===== config.mk =====
export PLATFORM = sky130hd
export DESIGN_NAME = keypad_scanner
export DESIGN_NICKNAME = d
export VERILOG_FILES = /design/src/rtl/keypad_scanner.sv
export SDC_FILE = /design/constraint.sdc
export NUM_CORES = 1
export LEC_CHECK = 0
export ABC_AREA = 1
export ABC_CLOCK_PERIOD_IN_PS = 5300
export CORE_MARGIN = 1
export CORE_UTILIZATION = 60
export DETAILED_ROUTE_END_ITERATION = 12
export DONT_BUFFER_PORTS = 1
export PLACE_DENSITY = 0.76
export SYNTH_ARGS = -nofsm -noshare
export SYNTH_HDL_FRONTEND = slang
export SYNTH_SLANG_ARGS = --single-unit

===== constraint.sdc =====
create_clock -name clock -period 5.3 [get_ports clock]
set_input_delay 1.06 -clock clock [delete_from_list [all_inputs] [get_ports clock]]
set_output_delay 1.06 -clock clock [all_outputs]
set_load 0.01 [all_outputs]

===== src/rtl/keypad_scanner.sv =====
// Column-scan controller for a 4x3 keypad matrix. Drives one column at a time,
// samples the four row lines at the end of each column dwell, assembles a 12-key
// frame per full scan, debounces it over consecutive frames and reports a decoded
// single-key press with a one-cycle strobe.
module keypad_scanner #(
  parameter int unsigned SCAN_DIV       = 4,
  parameter int unsigned DEBOUNCE_SCANS = 3
) (
  input  logic       clock,
  input  logic       reset,
  input  logic [3:0] Row,
  output logic [2:0] Col,
  output logic [3:0] key_code,
  output logic       key_valid,
  output logic       key_held,
  output logic       multi_key
);

  localparam int unsigned DivW = (SCAN_DIV > 1) ? $clog2(SCAN_DIV) : 1;
  localparam int unsigned CntW = $clog2(DEBOUNCE_SCANS + 1);
  localparam logic [DivW-1:0] DivLast = DivW'(SCAN_DIV - 1);
  localparam logic [CntW-1:0] CntMax  = CntW'(DEBOUNCE_SCANS);

  // Column scan state
  logic [DivW-1:0] div_q, div_d;
  logic [1:0]      col_idx_q, col_idx_d;
  logic [2:0]      col_q, col_d;

  // Frame assembly and debounce state
  logic [11:0]     frame_q, frame_d;
  logic [11:0]     cand_q, cand_d;
  logic [CntW-1:0] match_q, match_d;
  logic [11:0]     stable_q, stable_d;
  logic            accept_q, accept_d;

  // Output registers
  logic [3:0]      key_code_q, key_code_d;
  logic            key_valid_q, key_valid_d;
  logic            key_held_q, key_held_d;
  logic            multi_key_q, multi_key_d;

  logic            sample;
  logic            frame_last;
  logic [3:0]      cand_pop;

  // Number of pressed keys in a frame.
  function automatic logic [3:0] popcount12(input logic [11:0] v);
    logic [3:0] n;
    n = 4'd0;
    for (int i = 0; i < 12; i++) begin
      n = n + {3'd0, v[i]};
    end
    return n;
  endfunction

  // Index of the lowest set bit; only meaningful for a one-hot frame.
  function automatic logic [3:0] key_index(input logic [11:0] v);
    logic [3:0] idx;
    idx = 4'd0;
    for (int i = 11; i >= 0; i--) begin
      if (v[i]) begin
        idx = 4'(i);
      end
    end
    return idx;
  endfunction

  assign sample     = (div_q == DivLast);
  assign frame_last = sample && (col_idx_q == 2'd2);
  assign cand_pop   = popcount12(cand_q);

  // Dwell counter and column rotation; the column only moves on a sample edge.
  always_comb begin
    div_d     = div_q;
    col_idx_d = col_idx_q;
    col_d     = col_q;
    if (sample) begin
      div_d     = '0;
      col_idx_d = (col_idx_q == 2'd2) ? 2'd0 : col_idx_q + 2'd1;
      col_d     = {col_q[1:0], col_q[2]};
    end else begin
      div_d = div_q + DivW'(1);
    end
  end

  // Write the sampled rows of the current column into the frame buffer.
  always_comb begin
    frame_d = frame_q;
    if (sample) begin
      for (int r = 0; r < 4; r++) begin
        for (int c = 0; c < 3; c++) begin
          if (col_idx_q == 2'(c)) begin
            frame_d[3*r+c] = Row[r];
          end
        end
      end
    end
  end

  // Debounce: count consecutive identical frames, flag a new stable frame.
  always_comb begin
    cand_d   = cand_q;
    match_d  = match_q;
    accept_d = 1'b0;
    if (frame_last) begin
      if (frame_d != cand_q) begin
        cand_d  = frame_d;
        match_d = CntW'(1);
      end else if (match_q != CntMax) begin
        match_d = match_q + CntW'(1);
      end
      accept_d = (match_d == CntMax) && (cand_d != stable_q);
    end
  end

  // Apply an accepted frame: all outputs move together one edge after acceptance.
  always_comb begin
    stable_d    = stable_q;
    key_code_d  = key_code_q;
    key_valid_d = 1'b0;
    key_held_d  = key_held_q;
    multi_key_d = multi_key_q;
    if (accept_q) begin
      stable_d    = cand_q;
      key_held_d  = (cand_pop == 4'd1);
      multi_key_d = (cand_pop >= 4'd2);
      // Strobe only on a fresh press from an empty keypad.
      if ((stable_q == 12'd0) && (cand_pop == 4'd1)) begin
        key_code_d  = key_index(cand_q);
        key_valid_d = 1'b1;
      end
    end
  end

  // State registers with synchronous reset.
  always_ff @(posedge clock) begin
    if (reset) begin
      div_q       <= '0;
      col_idx_q   <= 2'd0;
      col_q       <= 3'b001;
      frame_q     <= 12'd0;
      cand_q      <= 12'd0;
      match_q     <= '0;
      stable_q    <= 12'd0;
      accept_q    <= 1'b0;
      key_code_q  <= 4'd0;
      key_valid_q <= 1'b0;
      key_held_q  <= 1'b0;
      multi_key_q <= 1'b0;
    end else begin
      div_q       <= div_d;
      col_idx_q   <= col_idx_d;
      col_q       <= col_d;
      frame_q     <= frame_d;
      cand_q      <= cand_d;
      match_q     <= match_d;
      stable_q    <= stable_d;
      accept_q    <= accept_d;
      key_code_q  <= key_code_d;
      key_valid_q <= key_valid_d;
      key_held_q  <= key_held_d;
      multi_key_q <= multi_key_d;
    end
  end

  assign Col       = col_q;
  assign key_code  = key_code_q;
  assign key_valid = key_valid_q;
  assign key_held  = key_held_q;
  assign multi_key = multi_key_q;

  // Column drive must always be exactly one-hot.
  a_col_onehot : assert property (@(posedge clock) disable iff (reset) $onehot(Col));

  // Accepted frames are at least a frame apart, so the strobe never repeats.
  a_valid_single : assert property (@(posedge clock) disable iff (reset)
                                    key_valid |=> !key_valid);

endmodule


Yosys cells after proc, flatten, opt, wreduce, memory -nomap -nowiden. Index checks and enable logic that the tools add are counted. Widths: inputs -> output; s select.

Add/subtract/negate cells: 14. $lt $le $gt $ge: 1. Eq/ne operators: 8. Muxes and demuxes: 32. Bitwise logic cells: 2. Reduce and logical (&&, ||, !) cells: 9.

Operators with widths (number): $mux 4 (12); $mux 12 (3); $add 4x1->4 (8); $ne 12x12->1 (2); $mux 1 (13); $logic_not 12->1 (1); $mux 2 (4); $add 2x1->2 const B (3); $eq 2x2->1 const B (3); $reduce_or 2->1 (3); $add 3x1->4 (1); $eq 4x1->1 const B (1); $ge 4x2->1 const B (1); $add 2x1->3 (1); $logic_and 1x1->1 (3); $add 1x1->2 (1); $eq 2x1->1 const B (1); $logic_not 2->1 (1); $ne 2x2->1 const B (1); $not 1->1 (2); $reduce_and 2->1 (1).

Register bits after elaboration: 53. Output and inout port bits: 10. Logic and storage cells: 78.

Longest topological paths before layout.
Word-level depth: 14. Gate-level depth with buffers: 17.

Worst setup path after synthesis. OpenSTA, ideal clock, no wires.

Path kind: register -> register. Start: register cand_q[0]. End: register key_code_q[1], in the netlist key_code[1]. Data arrival time: 3613 ps. Data required time: 5178 ps. Path slack: 1566 ps. Cell stages (with the launch flop): 18. Path buffers: 0. Cells stage by stage: dfxtp_1 -> fa_1 -> fa_1 -> inv_1 -> fa_1 -> fa_1 -> inv_1 -> ha_1 -> inv_1 -> fa_1 -> nand2_1 -> nand4_1 -> nor2_1 -> nand2_1 -> nor2_1 -> inv_1 -> nand3_1 -> o21ai_0.

Word-level cells in the longest chain between the ends: 14.

Ends and longest elaborated chain: start: declaration (line 31) `logic [11:0] cand_q, cand_d;`; start signal: assignment (line 155) `cand_q <= cand_d;`; $add 1x1->2 (line 51) `n = n + {3'd0, v[i]};`; $add 2x1->3 (line 51); $add 3x1->4 (line 51); $add 4x1->4 (8 in series) (line 51); $eq 4x1->1 (line 128) `if ((stable_q == 12'd0) && (cand_pop == 4'd1)) begin`; $logic_and 1x1->1 (line 128); $reduce_and 2->1 (no source line); end signal: assignment (line 159) `key_code_q <= key_code_d;`; end: declaration (line 37) `logic [3:0] key_code_q, key_code_d;`.

Several ways; a longest one is shown, not always the timed one. A chain may end at the register's enable or synchronous reset.

Final worst setup path.
Start: register cand_q[7]. End: register key_code_q[2], in the netlist key_code[2].

Word-level cells in the longest chain between the ends: 8.

Ends and longest elaborated chain (line): $add 4x1->4 or $mux 4 (tied branches) (5 in series) (51, 61); $eq 4x1->1 or $mux 4 (tied branches) (128, 61); $logic_and 1x1->1 or $mux 4 (tied branches) (128, 61); $reduce_and 2->1 (no source line) or $mux 4 (tied branches).

Several ways; a longest one is shown, not always the timed one.

==> results by group <==
Clock network
  • Clk root buf: clkbuf_8
  • CTS Sinks: 53
  • CTS clk-pin slew, worst paths: 100 ps
  • H-tree levels: 2
  • Post-CTS Setup Inserts: 0
  • CTS tree: done
  • CTS resizes: 0
  • Post-cts hold buffer count: 0
  • CTS Buf Count: 5
  • CTS max path bufs: 2
  • Worst skew pair latency: 310 ps

Power and ir drop
  • Pwr dens: 260.0 mW/mm²
  • Psw: 0.0001769 W
  • Seq pwr share: 0.546
  • Combinational fraction of design power: 0.071
  • Worst IR Drop VDD: 0.2174 mV
  • Sw Ratio: 0.2356
  • Clock Power Share: 0.384
  • Internal power: 0.0005739 W
  • Leak: 1.320 nW

Route
  • Mean number of vias per cell: 5.565
  • DR vias: 2482
  • Routed Antenna Nets: 0
  • Starting DRT DRC Count: 190
  • # DRC: 0
  • Aggregate routed wire length: 6421 µm
  • Routed wire length per instance: 14.40 µm
  • Initial DRT Pass Iterations: 4

Worst setup path
  • Critical Path Sink Type: flip-flop
  • Cells along the critical path: fa_1, fa_1, inv_1, fa_1, fa_1, inv_1, ha_1, inv_1, fa_1, nand2_1, nand4_1, nor2_1, nand2_1, nor2_1, inv_1, nand3_1, o21ai_0
  • Worst EP arrival: 4260 ps
  • Max incr delay on CP: 510 ps
  • Worst setup path class: flip-flop to flip-flop
  • Startpoint Class: flip-flop
  • Most frequent CP cell: fa_1
  • Worst-path fanout max: 5
  • CP Data Required Time: 5500 ps
  • Slowest CP cell: fa_1

Cells and area
  • Diodes inserted: 0
  • Area grow syn2layout: 4.957%
  • Commonest non-fill, non-tap cell in the layout: nand2_1
  • Post-layout util: 0.6587
  • Net count, final: 411
  • Most frequent cells in the layout: 105 x nand2_1, 59 x inv_1, 53 x dfxtp_1
  • Share of layout cells above drive strength 1: 0.04315

Run status
  • Run status: completed

GRT
  • Vias in the first global route: 2338
  • Initial antenna violation count: 0
  • Total GRT Usage: 0.2809
  • Gr ovfl total: 0
  • Largest net degree at the start of global routing: 30
  • First-pass GRT wire length: 10780 µm

STA
  • Final hold vios: 0
  • TNS Setup: 0 ps
  • Clk_skew: 8.302 ps
  • Worst slew pin tran: 834.7 ps
  • Setup Viol. Count Final: 0
  • Fmax: 246.6 MHz
  • RSZ-0062 raised after global routing: no
  • Min Tclk post-route: 4055 ps
  • Part of the cycle the worst path needs: 0.7651
  • Relative slew margins: 0.4428
  • Slew Limit Fails: 0

Job
  • Max_cap viols: 0

Logic synthesis
  • Flops & latches, synth: 53
  • Post-Syn Nets: 416
  • Seq/Total Area, Yosys: 0.3856
  • YS warnings: 0
  • Synth Cell Area: 0.002751 mm²
  • Cells after synthesis: 398
  • Post-Syn Area per Cell: 6.913 µm²
  • Synth unique cells: 29

Floorplanning
  • Die Wd: 69.72 µm
  • Core area: 0.004384 mm²
  • Row count: 24
  • Die footprint: 0.004860 mm²
  • I/O pins: 16
  • Die extent in y: 69.72 µm
  • Starting Density: 0.6276

Place
  • Routability cong.: 0.8712
  • IO Port Bufs: 0
  • DP HPWL: 4791 µm

Hold path
  • Hold WC Path Type: flip-flop to flip-flop
## final cells by class
class                           instances  area, µm²
Sequential cell                        53       1061
Multi-Input combinational cell        273       1416
Fill cell                             409       1496
Tap cell                               52      65.06
Clock inverter                          2      37.54
Clock buffer                            6      82.58
Inverter                               60      225.2
## synth_stat cells (all sizes together)
cell type / count / area, µm²
a21oi: 16 / 80.08
a311oi: 1 / 8.760
buf: 3 / 15.01
clkbuf: 9 / 33.78
dfxtp: 53 / 1061
fa: 7 / 140.1
ha: 5 / 62.56
inv: 60 / 225.2
nand2: 107 / 406.6
nand3: 34 / 180.2
nand3b: 1 / 7.510
nand4: 10 / 62.56
nor2: 45 / 181.4
nor3: 1 / 5.000
nor3b: 1 / 7.510
nor4: 1 / 6.260
o211ai: 1 / 7.510
o21ai: 20 / 100.1
o22ai: 14 / 87.58
o31ai: 1 / 7.510
or2: 2 / 12.52
xnor2: 2 / 17.52
xor2: 4 / 35.03
## per-stage QoR
stage | cell area [µm²] | setup WS [ps] | power, W | hold slack (ps) | instances
2_1_floorplan | 2751 | 1566 | 0.0004613 | 399.2 | 398
3_3_place_gp | 2768 | 1361 | 0.0004703 | 407.2 | 438
6_report | 2888 | 1245 | 0.0007508 | 427.0 | 446
3_5_place_dp | 2768 | 1281 | 0.0004711 | 418.2 | 438
4_1_cts | 2888 | 1237 | 0.0007535 | 432.3 | 446
5_1_grt | 2888 | 935.6 | 0.0007733 | 441.1 | 446
## flip-flops by register name, summed over array words and instances, names as in the netlist
name,count
accept_q,1
cand_q,12
key_held,1
key_valid,1
stable_q,12
key_code,4
match_q,2
multi_key,1
Col,3
frame_q,12
col_idx_q,2
div_q,2
## final timing paths
| path | start | to | slack [ps] | cells past startpoint |
|---|---|---|---|---|
| worst max-delay path | cand_q[7] | key_code[2] | 1240 | 17 |
| worst min-delay path | div_q[0] | div_q[0] | 430 | 1 |
| worst max register to register | cand_q[7] | key_code[2] | 1240 | 17 |
| worst min register to register | div_q[0] | div_q[0] | 430 | 1 |
## power groups by stage
stage          clock (W)  combinational [W]  sequential [W]
2_1_floorplan          0          0.0000446        0.000417
3_3_place_gp           0          0.0000515        0.000419
3_5_place_dp           0          0.0000521        0.000419
4_1_cts         0.000291          0.0000524        0.000410
5_1_grt         0.000302          0.0000607        0.000410
6_report        0.000288          0.0000533        0.000410
## metal layers
layer	part of all wire	wire length, µm	track usage
met1	0.47	3031	0.3784
met2	0.45	2904	0.4434
met3	0.059	379	0.06541
met4	0.017	106	0.09778
met5	0	0	0
## critical path: cells and delay by family (launching register included)
kind                     cells  cell delay (ps)
AO/OA/AOI/OAI                1               90
adder cells (fa/ha/maj)      6             2450
buffers and inverters        4              270
flip-flops                   1              420
AND/OR/NAND/NOR              6              720
## cell families (layout without fill, tap and decap cells)
family          Yosys count  after routing  synth area share
fa+ha+maj                12             12           0.07367
simple gates            202            202            0.3161
xor+xnor                  6              6           0.01910
compound gates           53             53            0.1060
flops                    53             53            0.3856
buf+inv                  72             68           0.09959
(Power assumes the default switching activity.)
==> variant (same settings) <==
`DEBOUNCE_SCANS`: 3 -> 2.
--- a/src/rtl/keypad_scanner.sv
+++ b/src/rtl/keypad_scanner.sv
@@ -4,7 +4,7 @@
 // single-key press with a one-cycle strobe.
 module keypad_scanner #(
   parameter int unsigned SCAN_DIV       = 4,
-  parameter int unsigned DEBOUNCE_SCANS = 3
+  parameter int unsigned DEBOUNCE_SCANS = 2
 ) (
   input  logic       clock,
   input  logic       reset,
Formal check against the unedited RTL: no difference found for any inputs over 10 cycles, from zero or initial values and one cycle with reset high; that may be too few to reach the edited logic, so the function may still have changed.
==> variant against the original RTL <==
Final area decreased by 0.30%. Synthesized area increased by 1.2%. Routed wire length decreased by 4.2%. Critical path depth unchanged. Largest power group unchanged. Sequential cell count unchanged. Critical endpoint is now key_code[3]. Setup slack got worse by 0.0092 ns. Largest cell class unchanged. Global-route usage decreased by 0.66 points. Total power decreased by 7.6%.
==> variant: results (changes against the original RTL) <==
TritonRoute pass-1 iters 4 (unchanged); number of port buffers 0 (unchanged); dominant cells by area after synthesis sky130_fd_sc_hd__dfxtp_1 38%, sky130_fd_sc_hd__nand2_1 13%, sky130_fd_sc_hd__inv_1 8.0% (was sky130_fd_sc_hd__dfxtp_1 39%, sky130_fd_sc_hd__nand2_1 14%, sky130_fd_sc_hd__inv_1 8.0%); highest-delay cell along the critical path sky130_fd_sc_hd__fa_1 (unchanged); class of the tightest hold or removal check flip-flop to flip-flop (unchanged); H-tree depth 2 (unchanged); vias after detailed routing 2408 (was 2482); dominant delay contributor by cell family on the critical path adder cells (unchanged); number of nets in the final layout 409 (was 411); Synth top cells by count 94 x sky130_fd_sc_hd__nand2_1, 59 x sky130_fd_sc_hd__inv_1, 53 x sky130_fd_sc_hd__dfxtp_1 (was 105 x sky130_fd_sc_hd__nand2_1, 59 x sky130_fd_sc_hd__inv_1, 53 x sky130_fd_sc_hd__dfxtp_1); synthesized-area fraction occupied by adder cells 0.0773 (was 0.0737); Clk pin slew, worst setup/hold paths approximately 0.09 ns; number of diodes added for antenna fixing 0 (unchanged); part of the Yosys area used for sequential elements 0.381 (was 0.386); CTS Root Cell sky130_fd_sc_hd__clkbuf_8 (unchanged); xor/xnor share of the synthesized area 0.0314 (was 0.0191); Compound-Gate Fraction of Synth Area 0.103 (was 0.106); iteration-0 DRC count of the detailed router 166 (was 190); antenna violations before repair 0 (unchanged); Clock Latency Late Sink 0.31 ns (about the same); global-route wire length before repair 10.5 mm (was 10.8 mm); highest fanout seen on the critical path 5 (unchanged); run status complete, no violations (unchanged); CP Data Arrival Time 4.27 ns (was 4.26 ns); registers with the most flip-flops cand_q x12, frame_q x12, stable_q x12 (unchanged); Clock Skew 0.00574 ns (was 0.00830 ns); count of cell types in the netlist 30 (was 29); transition time of the tightest slew-check pin 0.845 ns (was 0.835 ns); post-CTS setup-driven buffer insertion count 0 (unchanged); global placer's final weighted congestion 0.918 (was 0.871); worst stage delay on the critical path 0.53 ns (was 0.51 ns); total CTS buffers 5 (unchanged); largest net degree at the start of global routing 30 (unchanged); multiplexer share of the synthesized area 0 (unchanged); static leakage 1.35 nW (was 1.32 nW); Gates resized, CTS repair 0 (unchanged); routed wire length 6.15 mm (was 6.42 mm); Max rail drop VDD 0.000168 V (was 0.000217 V); global-route total usage across every layer 0.274 (was 0.281); HPWL after DPL 4.66 mm (was 4.79 mm); via count of the first global-routing pass 2268 (was 2338); fraction of final layout cells with drive strength greater than 1 0.0564 (was 0.0431); Synth Warn # 0 (unchanged); Clock Path Buffers 2 (unchanged); FILL cells 407 (was 409); fraction of registers with async set or reset after synthesis 0 (unchanged)
## variant: changes by cell type in the layout (fill, tap and decap cells not counted), sizes merged, moves of 2 or more
cell	change
inv	+2
nand2	-7
nand3	+4
xor2	+4
nand4	-4
## variant: final cells by class
type / count / area, sq um / area share
clock buffer: 7 / 86.3 / 0.0300
inverter: 62 / 233 / 0.0808
multi-input combinational: 268 / 1430 / 0.498
sequential: 53 / 1060 / 0.369
tap: 52 / 65.1 / 0.0226
## variant: final timing paths
check	from	endpoint	slack (ns)	depth (start not counted)
worst max-delay path	cand_q[0]	key_code[3]	1.24	17
worst min-delay path	div_q[0]	div_q[0]	0.43	1
worst max register to register	cand_q[0]	key_code[3]	1.24	17
worst min register to register	div_q[0]	div_q[0]	0.43	1
## variant: cell families (layout without fill, tap and decap cells)
kind of cell	count (synthesis)	in the layout
simple gates	193	193
buf+inv	74	69
flops	53	53
compound gates	52	52
fa+ha+maj	13	13
xor+xnor	10	10
## variant: stage by stage
step           area [sq um]  setup slack, ns  cells
5_1_grt                2880            0.934    442
6_report               2880             1.24    442
3_3_place_gp           2790             1.36    435
3_5_place_dp           2790             1.26    435
4_1_cts                2880             1.24    442
2_1_floorplan          2790             1.52    395
## variant: metal layers
layer / global-route usage / vias up / share of wire
met4: 0.100 / 0 / 0.012
met3: 0.0404 / 7 / 0.042
li1: - / 1240 / -
met1: 0.352 / 1121 / 0.46
met5: 0 / - / 0
met2: 0.467 / 40 / 0.48
## variant: where the power goes
group / switching, mW / leakage, nW / total, mW / internal, mW
registers: 0.00573 / 0.428 / 0.410 / 0.404
clock network: 0.126 / 0.0443 / 0.230 / 0.104
logic: 0.0375 / 0.873 / 0.0539 / 0.0164
total: 0.170 / 1.35 / 0.694 / 0.524
